==> src/rtl/perceptron_weight_loader.sv <==
// Serial weight loader: captures a bias word and two weight words, then
// streams them MSB first to a perceptron datapath (bias, then W0, then W1).
// Every output is a register, loaded from the next-state decode so that the
// outputs always describe the state the FSM is in.
module perceptron_weight_loader #(
   parameter int WIDTH = 8
) (
   input  logic                    clk,
   input  logic                    reset,
   input  logic                    load_valid_i,
   output logic                    load_ready_o,
   input  logic signed [WIDTH-1:0] b_par_i,
   input  logic signed [WIDTH-1:0] W0_par_i,
   input  logic signed [WIDTH-1:0] W1_par_i,
   output logic [1:0]              W1W0b_en_o,
   output logic                    b_o,
   output logic                    W0_o,
   output logic                    W1_o,
   output logic                    busy_o,
   output logic                    done_o
);

   localparam int CW = (WIDTH > 2) ? $clog2(WIDTH) : 1;
   localparam logic [CW-1:0] LAST = CW'(WIDTH - 1);

   // The encoding matches the target-select code driven while in each state.
   typedef enum logic [1:0] {
      IDLE     = 2'b00,
      SHIFT_B  = 2'b01,
      SHIFT_W0 = 2'b10,
      SHIFT_W1 = 2'b11
   } state_t;

   state_t           state_reg, state_next;
   logic [CW-1:0]    cnt_reg, cnt_next;
   logic [CW-1:0]    bit_idx;
   logic [WIDTH-1:0] b_word_reg, b_word_next;
   logic [WIDTH-1:0] w0_word_reg, w0_word_next;
   logic [WIDTH-1:0] w1_word_reg, w1_word_next;

   logic       ready_reg, ready_next;
   logic [1:0] en_reg, en_next;
   logic       b_bit_reg, b_bit_next;
   logic       w0_bit_reg, w0_bit_next;
   logic       w1_bit_reg, w1_bit_next;
   logic       busy_reg, busy_next;
   logic       done_reg, done_next;

   // Next-state, capture and registered-output decode.
   always_comb begin
      state_next   = state_reg;
      cnt_next     = cnt_reg;
      b_word_next  = b_word_reg;
      w0_word_next = w0_word_reg;
      w1_word_next = w1_word_reg;
      done_next    = 1'b0;

      case (state_reg)
         IDLE: begin
            if (load_valid_i) begin
               b_word_next  = b_par_i;
               w0_word_next = W0_par_i;
               w1_word_next = W1_par_i;
               cnt_next     = '0;
               state_next   = SHIFT_B;
            end
         end
         SHIFT_B: begin
            if (cnt_reg == LAST) begin
               cnt_next   = '0;
               state_next = SHIFT_W0;
            end else begin
               cnt_next = cnt_reg + 1'b1;
            end
         end
         SHIFT_W0: begin
            if (cnt_reg == LAST) begin
               cnt_next   = '0;
               state_next = SHIFT_W1;
            end else begin
               cnt_next = cnt_reg + 1'b1;
            end
         end
         SHIFT_W1: begin
            if (cnt_reg == LAST) begin
               cnt_next   = '0;
               state_next = IDLE;
               done_next  = 1'b1;
            end else begin
               cnt_next = cnt_reg + 1'b1;
            end
         end
         default: begin
            state_next = IDLE;
            cnt_next   = '0;
         end
      endcase

      // Bit sent in the coming cycle: MSB first, indexed by the next count.
      bit_idx     = LAST - cnt_next;
      en_next     = 2'b00;
      b_bit_next  = 1'b0;
      w0_bit_next = 1'b0;
      w1_bit_next = 1'b0;
      case (state_next)
         SHIFT_B: begin
            en_next    = 2'b01;
            b_bit_next = b_word_next[bit_idx];
         end
         SHIFT_W0: begin
            en_next     = 2'b10;
            w0_bit_next = w0_word_next[bit_idx];
         end
         SHIFT_W1: begin
            en_next     = 2'b11;
            w1_bit_next = w1_word_next[bit_idx];
         end
         default: en_next = 2'b00;
      endcase
      ready_next = (state_next == IDLE);
      busy_next  = (state_next != IDLE);
   end

   // State, counter, captured words and output registers.
   always_ff @(posedge clk) begin
      if (reset) begin
         state_reg   <= IDLE;
         cnt_reg     <= '0;
         b_word_reg  <= '0;
         w0_word_reg <= '0;
         w1_word_reg <= '0;
         ready_reg   <= 1'b1;
         en_reg      <= 2'b00;
         b_bit_reg   <= 1'b0;
         w0_bit_reg  <= 1'b0;
         w1_bit_reg  <= 1'b0;
         busy_reg    <= 1'b0;
         done_reg    <= 1'b0;
      end else begin
         state_reg   <= state_next;
         cnt_reg     <= cnt_next;
         b_word_reg  <= b_word_next;
         w0_word_reg <= w0_word_next;
         w1_word_reg <= w1_word_next;
         ready_reg   <= ready_next;
         en_reg      <= en_next;
         b_bit_reg   <= b_bit_next;
         w0_bit_reg  <= w0_bit_next;
         w1_bit_reg  <= w1_bit_next;
         busy_reg    <= busy_next;
         done_reg    <= done_next;
      end
   end

   assign load_ready_o = ready_reg;
   assign W1W0b_en_o   = en_reg;
   assign b_o          = b_bit_reg;
   assign W0_o         = w0_bit_reg;
   assign W1_o         = w1_bit_reg;
   assign busy_o       = busy_reg;
   assign done_o       = done_reg;

endmodule

==> config.mk <==
export PLATFORM = sky130hd
export DESIGN_NAME = perceptron_weight_loader
export DESIGN_NICKNAME = d
export VERILOG_FILES = /design/src/rtl/perceptron_weight_loader.sv
export SDC_FILE = /design/constraint.sdc
export NUM_CORES = 1
export LEC_CHECK = 0
export CAP_MARGIN = 20
export CORE_UTILIZATION = 40
export DETAILED_ROUTE_END_ITERATION = 12
export PLACE_DENSITY = 0.66
export SYNTH_ARGS = -nofsm -noshare
export SYNTH_HDL_FRONTEND = slang
export SYNTH_SLANG_ARGS = --single-unit
==> constraint.sdc <==
create_clock -name clk -period 2.5 [get_ports clk]
set_input_delay 0.5 -clock clk [delete_from_list [all_inputs] [get_ports clk]]
set_output_delay 0.5 -clock clk [all_outputs]
set_load 0.01 [all_outputs]
==> results of run 1 <==
-- routing by layer --
metal	vias up	part of all wire, %	GRT usage (%)
li1	678	-	-
met1	617	45	20.5
met3	3	4.8	6.34
met5	-	0	0
met2	26	49	27.5
met4	0	1.2	6.67
-- final cells by class --
| type | instances | share of cell area [%] |
|---|---|---|
| multi-input cells | 125 | 36.7 |
| flip-flops and latches | 37 | 34.6 |
| well taps | 48 | 2.81 |
| clock buffers | 7 | 4.04 |
| repair buffers | 44 | 20.0 |
| inverters | 2 | 0.351 |
| clock inverters | 1 | 1.40 |
-- how the worst min path moves through the flow --
stage	end	slack (ns)	cells after the start
3_5_place_dp	w0_word_reg[1]$_SDFF_PP0_	0.45	2
3_3_place_gp	w1_word_reg[3]$_SDFF_PP0_	0.44	2
2_1_floorplan	w0_word_reg[1]$_SDFF_PP0_	0.43	2
6_report	w0_word_reg[1]$_SDFF_PP0_	0.45	2
5_1_grt	w0_word_reg[0]$_SDFF_PP0_	0.48	2
4_1_cts	w0_word_reg[1]$_SDFF_PP0_	0.46	2
-- stage by stage --
stage | cells | utilization (%)
floorplan | 176 | -
global placement | 256 | 54.0
detailed placement | 256 | 54.0
CTS | 264 | 57.1
global route | 264 | 57.1
finish | 264 | 57.1
-- layout by cell type, fill, tap and decap left out, drive strengths merged --
master,Yosys,final
a21oi,19,19
o311a,2,2
mux2,2,2
a211oi,2,2
o21ai,2,2
xor2,1,1
mux4,1,1
dfxtp,37,37
bufinv,0,1
clkbuf,8,7
and2,2,2
nor2,25,25
inv,2,2
nand2b,4,4
ha,2,2
nor3b,5,5
nand2,29,29
mux2i,18,18
or3b,1,1
nor4b,2,2
xnor2,1,1
buf,4,10
or2,1,1
clkdlybuf4s50,0,34
a31o,1,1
o22ai,1,1
nor4,1,1
o221ai,2,2
a2111oi,1,1
-- worst min-delay path, cell delays in order (launching register included) --
cell	delay, ns
dfxtp_1	0.31
nand2_1	0.05
a21oi_1	0.05
-- power by group --
group	internal (mW)	switching, mW	total (mW)
clock network	0.325	0.203	0.528
registers	0.620	0.0153	0.636
logic	0.113	0.0891	0.202
-- kinds of logic (layout without fill, tap and decap cells) --
kind of cell | Yosys count | after routing | share of synthesized area (%)
simple gates | 70 | 70 | 21.0
fa+ha+maj | 2 | 2 | 1.58
flops | 37 | 37 | 46.7
compound gates | 30 | 30 | 11.7
xor+xnor | 2 | 2 | 1.10
mux | 21 | 21 | 14.2
buf+inv | 14 | 54 | 3.79
==> key figures, run 1 <==
Outcome
  • Status: finished, final reports clean

Logic synthesis
  • Post-Syn Area per Cell: between 9 and 10 um2
  • Post-synth top area cell: dfxtp_1
  • Syn nets: 205
  • Flops & latches, synth: 37
  • EDFF count, synth: 0
  • Syn. warnings: 0
  • Commonest cells in the netlist: 37 x dfxtp_1, 29 x nand2_1, 25 x nor2_1
  • Post-synth top area share: 46.7%
  • Async SR Flop Fraction: 0%
  • Register area share after synthesis: 46.7%
  • Synth Instances: 176
  • Top-count cell post-synth: dfxtp_1
  • Area contributors post-synth: dfxtp_1 47%, mux2i_1 11%, nand2_1 6.9%
  • Dominant synthesized flop cell: dfxtp_1
  • Yosys cell types: 31
  • Cell Area, Synth: ~0.0016 mm2

Critical path
  • Reg-to-Reg Start: state_reg[0]$_SDFF_PP0_
  • Worst path buffer plus inverter count: 3
  • WP data arrival: 2.29 ns
  • CP cell instances: clkdlybuf4s50_1 > nor3b_4 > buf_12 > buf_4 > mux2i_1 > a211oi_1 > o311a_1
  • Flop2flop setup slack: 0.41 ns
  • Cell count along the critical path: 7
  • Worst path top cell family by delay: buffers and inverters
  • Worst setup path end: W0_o$_SDFF_PP0_
  • Reg2reg path depth: 5
  • Crit end category: flip-flop
  • Crit Reg-Reg Endpoint: b_o$_SDFF_PP0_
  • CP Class: primary input to flip-flop
  • Worst setup path startpoint: load_valid_i
  • CP max FO: 9
  • CP max stage delay: roughly 0.54 ns
  • Startpoint types: primary input
  • Required time of the worst setup path: 2.68 ns
  • Worst path slowest cell: clkdlybuf4s50_1

Die
  • Core Rows: 22
  • Die Height: 65.0 um
  • Core Area: ~0.0037 mm2
  • Die Width: ~65 um
  • Initial Util: 42.4%
  • Die area: approximately 0.0042 mm2
  • I/O pins: 35

Clock tree
  • Clk buf depth: 2
  • Post-CTS Setup Inserts: 0
  • Clock Latency Late Sink: 0.29 ns
  • TritonCTS Buffers: 5
  • Cts hold-fix bufs: 0
  • TritonCTS Sinks: 37
  • CTS tree: yes
  • Post-CTS Resized: 0
  • Number of H-tree levels: 2
  • CTS clk-pin slew, worst paths: 0.07 ns
  • Root Driver: clkbuf_8

Final layout
  • Share of cells above drive strength 1: roughly 11%
  • Filler instances: 357
  • Ant diodes: 0
  • Fin nets: between 200 and 250
  • FF/Latch Area: 741 um2
  • Final instance area: approximately 0.0021 mm2
  • Area of the multi-input gates: 786 um2
  • Synthesis-to-finish area growth: 34.8%

Pwr
  • Leak: 0.873 nW
  • Power Total: 1.37 mW
  • Maximum vdd drop: roughly 0.00042 V
  • Power Dens Cells: between 600 and 700 mW/mm2

Timing
  • WHS: 0.454 ns
  • Max Clk Rate: 473 MHz
  • Worst-margin pin slew: 0.563 ns
  • Setup Viol. Count Final: 0
  • RSZ-0062 raised after global routing: no
  • Worst setup margin: 0.384 ns
  • Setup_tns: 0 ns
  • Max Slew Vio Count: 0
  • Rel. slew slack: about 60%
  • Final hold vios: 0
  • Post-layout min period: around 2.1 ns
  • Clk_skew: 0.00520 ns
  • Final worst-path cycle share: 84.6%

Global routing
  • Total gr overflow: 0
  • Gr usage total: 17.1%
  • Initial antenna violation count: 0
  • Largest net degree at the start of global routing: 35
  • First-pass GRT wire length: 5.38 mm
  • Vias in the first global route: 1257

Worst hold path
  • Worst hold start: w0_word_reg[1]$_SDFF_PP0_
  • HP Class: flip-flop to flip-flop

Placed design
  • Placer Congestion: 0.864
  • DP HPWL: 2.35 mm
  • IO buf count: 34
  • Dpl cell area: 0.00202 mm2
  • Pre-CTS setup slack: about 0.066 ns

Drt
  • TritonRoute pass-1 iters: 4
  • Initial DRC Count: slightly below 60
  • Detail Route Antenna Nets: 0
  • Drt wl/cell: 12.1 um
  • Vias: 1324
  • Vias per std cell: about 5
  • DRC viols: 0
  • Final wirelength: 3.19 mm

Flow run
  • Max-cap violations: 0
Power figures use the tool's default switching activity.
==> inputs of run 2 (changes only) <==
--- a/config.mk
+++ b/config.mk
@@ -8,7 +8,7 @@
 export CAP_MARGIN = 20
 export CORE_UTILIZATION = 40
 export DETAILED_ROUTE_END_ITERATION = 12
-export PLACE_DENSITY = 0.66
+export PLACE_DENSITY = 0.68
 export SYNTH_ARGS = -nofsm -noshare
 export SYNTH_HDL_FRONTEND = slang
 export SYNTH_SLANG_ARGS = --single-unit
==> constraint.sdc (replaced) <==
create_clock -name clk -period 1.8 [get_ports clk]
set_input_delay 0.36 -clock clk [delete_from_list [all_inputs] [get_ports clk]]
set_output_delay 0.36 -clock clk [all_outputs]
set_load 0.01 [all_outputs]
==> run 2 against run 1 <==
The flow now finishes with violations (setup timing). Global-route usage grew 3.4 points. Sequential power up 39%. Total power increased by 35%. Hold slack better by 0.0018 ns. Non-clock buffer count up 30. Die area unchanged. Sequential cell count did not move. Critical endpoint is now b_o$_SDFF_PP0_. Highest routed layer unchanged.
==> key figures, run 2 (same netlist as run 1, synthesis figures left out) <==
Timing
  • Setup Viol. Count Final: 2 (was 0)
  • Worst-margin pin slew: 0.362 ns (was 0.563 ns)
  • Max Clk Rate: 542 MHz
  • Max Slew Vio Count: 0 (unchanged)
  • RSZ-0062 raised after global routing: yes (was no)
  • Worst setup margin: -0.0447 ns (was 0.384 ns)
  • Setup_tns: -0.0548 ns (was 0 ns)
  • Clk_skew: 0.00809 ns (was 0.00520 ns)
  • Final worst-path cycle share: 102%
  • Post-layout min period: 1.84 ns
  • Rel. slew slack: 75.9% (was 61.5%)
  • Final hold vios: 0 (unchanged)

Clock tree
  • TritonCTS Sinks: 37 (unchanged)
  • CTS tree: yes (unchanged)
  • TritonCTS Buffers: 5 (unchanged)
  • Clock Latency Late Sink: 0.29 ns (about the same)
  • Number of H-tree levels: 2 (unchanged)
  • Root Driver: clkbuf_8 (unchanged)
  • Cts hold-fix bufs: 0 (unchanged)
  • CTS clk-pin slew, worst paths: 0.07 ns (about the same)
  • Clk buf depth: 2 (unchanged)

Global routing
  • Largest net degree at the start of global routing: 35 (unchanged)
  • Vias in the first global route: 1457 (was 1257)
  • First-pass GRT wire length: 6.51 mm (was 5.38 mm)
  • Gr usage total: 20.5% (was 17.1%)
  • Total gr overflow: 0 (unchanged)
  • Initial antenna violation count: 0 (unchanged)

Drt
  • Final wirelength: 4.02 mm (was 3.19 mm)
  • Initial DRC Count: 32 (was 59)
  • Detail Route Antenna Nets: 0 (unchanged)
  • TritonRoute pass-1 iters: 7 (was 4)
  • Vias: 1508 (was 1324)
  • Drt wl/cell: 13.7 um (was 12.1 um)
  • Vias per std cell: 5.13 (was 5.02)
  • DRC viols: 0 (unchanged)

Worst hold path
  • HP Class: flip-flop to flip-flop (unchanged)
  • Worst Hold Path EP: w1_word_reg[1]$_SDFF_PP0_ (was w0_word_reg[1]$_SDFF_PP0_)
  • Hold Path Depth: 2 (unchanged)
  • Worst hold start: w1_word_reg[1]$_SDFF_PP0_ (was w0_word_reg[1]$_SDFF_PP0_)

Final layout
  • Most frequent cells in the layout: 33 x dfxtp_1, 33 x clkdlybuf4s50_1, 31 x buf_4 (was 37 x dfxtp_1, 34 x clkdlybuf4s50_1, 29 x nand2_1)
  • Filler instances: 335 (was 357)
  • Fin nets: 274 (was 244)
  • Share of cells above drive strength 1: 28.9% (was 11.1%)
  • Ant diodes: 0 (unchanged)
  • Synthesis-to-finish area growth: 56.5% (was 34.8%)
  • Final Util: 66.3% (was 57.1%)

Critical path
  • CP max FO: 4 (was 9)
  • Reg2reg path depth: 8 (was 5)
  • CP Class: flip-flop to flip-flop (was primary input to flip-flop)
  • Crit end category: flip-flop (unchanged)
  • WP data arrival: 2.08 ns (was 2.29 ns)
  • Required time of the worst setup path: 2.03 ns (was 2.68 ns)
  • Flop2flop setup slack: -0.04 ns (was 0.41 ns)
  • Startpoint types: flip-flop (was primary input)
  • Crit Reg-Reg Endpoint: b_o$_SDFF_PP0_ (unchanged)
  • Reg-to-Reg Start: state_reg[1]$_SDFF_PP0_ (was state_reg[0]$_SDFF_PP0_)

Pwr
  • Cell-internal power: 1.37 mW (was 1.06 mW)
  • Power Dens Cells: 741 mW/mm2 (was 639 mW/mm2)
  • Net Sw Frac: 25.3% (was 22.5%)
  • Maximum vdd drop: 0.000420 V (about the same)
  • Clock power frac: 30.1% (was 38.7%)
  • Logic pwr share: 22.0% (was 14.8%)
  • Psw: 0.466 mW (was 0.308 mW)
  • Leak: 1.03 nW (was 0.873 nW)
  • Reg power frac: 47.9% (was 46.5%)

Placed design
  • DP HPWL: 2.50 mm (was 2.35 mm)
  • Placer Congestion: 0.769 (was 0.864)
  • IO buf count: 34 (unchanged)

Outcome
  • Failing checks: setup timing
  • Status: finished, violations left (was finished, final reports clean)

Die
  • Core Area: 0.00374 mm2 (unchanged)
  • Initial Util: 42.4% (unchanged)
  • Die Height: 65.0 um (unchanged)
  • Die Width: 65.0 um (unchanged)
  • Core Rows: 22 (unchanged)
  • Die area: 0.00422 mm2 (unchanged)
  • I/O pins: 35 (unchanged)

Flow run
  • Max-cap violations: 0 (unchanged)
-- run 2: cell types whose count changed in the layout (fill, tap and decap cells not counted), sizes merged --
cell,change
buf,+30
bufinv,-1
clkbuf,+1
clkdlybuf4s50,-1
dlygate4sd2,+1
-- run 2: cell type report --
| class | count | area (um2) | share of cell area (%) |
|---|---|---|---|
| Tap cell | 48 | 60.1 | 2.42 |
| Timing Repair Buffer | 74 | 698 | 28.1 |
| Clock buffer | 8 | 80.1 | 3.23 |
| Inverter | 2 | 7.51 | 0.302 |
| Multi-Input combinational cell | 125 | 891 | 35.9 |
| Sequential cell | 37 | 746 | 30.0 |
-- run 2: worst max-delay path by stage --
stage	startpoint	endpoint	slack (ns)	cells past startpoint
finish	state_reg[1]$_SDFF_PP0_	b_o$_SDFF_PP0_	-0.04	8
floorplan	load_valid_i	W0_o$_SDFF_PP0_	0.01	6
detailed placement	load_valid_i	W1_o$_SDFF_PP0_	-0.45	7
global placement	load_valid_i	b_o$_SDFF_PP0_	-0.37	7
global route	state_reg[1]$_SDFF_PP0_	b_o$_SDFF_PP0_	-0.09	8
CTS	state_reg[0]$_SDFF_PP0_	W1_o$_SDFF_PP0_	-0.006	8
-- run 2: layer usage --
| layer | GRT usage, % | part of all wire [%] | vias up | wire length [um] |
|---|---|---|---|---|
| li1 | - | - | 741 | - |
| met1 | 22.0 | 42 | 713 | 1690 |
| met2 | 35.9 | 52 | 41 | 2070 |
| met3 | 5.63 | 4.1 | 13 | 164 |
| met4 | 11.4 | 2.3 | 0 | 94 |
| met5 | 0 | 0 | - | 0 |
-- run 2: worst max-delay path: stages, from the launching register on --
cell and delay [ns]:
dfxtp_2 0.34, buf_6 0.12, buf_6 0.13, nor4b_4 0.34
a21oi_4 0.07, buf_4 0.15, mux2_4 0.31, mux2i_4 0.16
a31o_1 0.17
-- run 2: stage by stage --
step | hold slack, ns | setup WS (ns) | power [mW] | std cells | area (um2)
CTS | 0.453 | -0.00577 | 1.83 | 292 | 2430
detailed placement | 0.444 | -0.449 | 1.22 | 275 | 2160
global route | 0.474 | -0.0884 | 1.93 | 294 | 2480
finish | 0.455 | -0.0447 | 1.84 | 294 | 2480
floorplan | 0.431 | 0.0102 | 1.06 | 176 | 1590
global placement | 0.441 | -0.367 | 1.21 | 275 | 2160
-- run 2: power groups by stage --
stage / Sequential, mW / Clock [mW] / Combinational, mW
finish: 0.882 / 0.554 / 0.404
global route: 0.885 / 0.615 / 0.434
CTS: 0.880 / 0.568 / 0.380
detailed placement: 0.896 / 0 / 0.324
global placement: 0.895 / 0 / 0.316
floorplan: 0.897 / 0 / 0.164
-- run 2: repair_timing --
action | CTS | global route
resized for setup | 27 | 10
endpoints found under the setup margin | 3 | 3
gates cloned | 1 | 0
buffers inserted | 8 | 2
pin swaps | 6 | 3
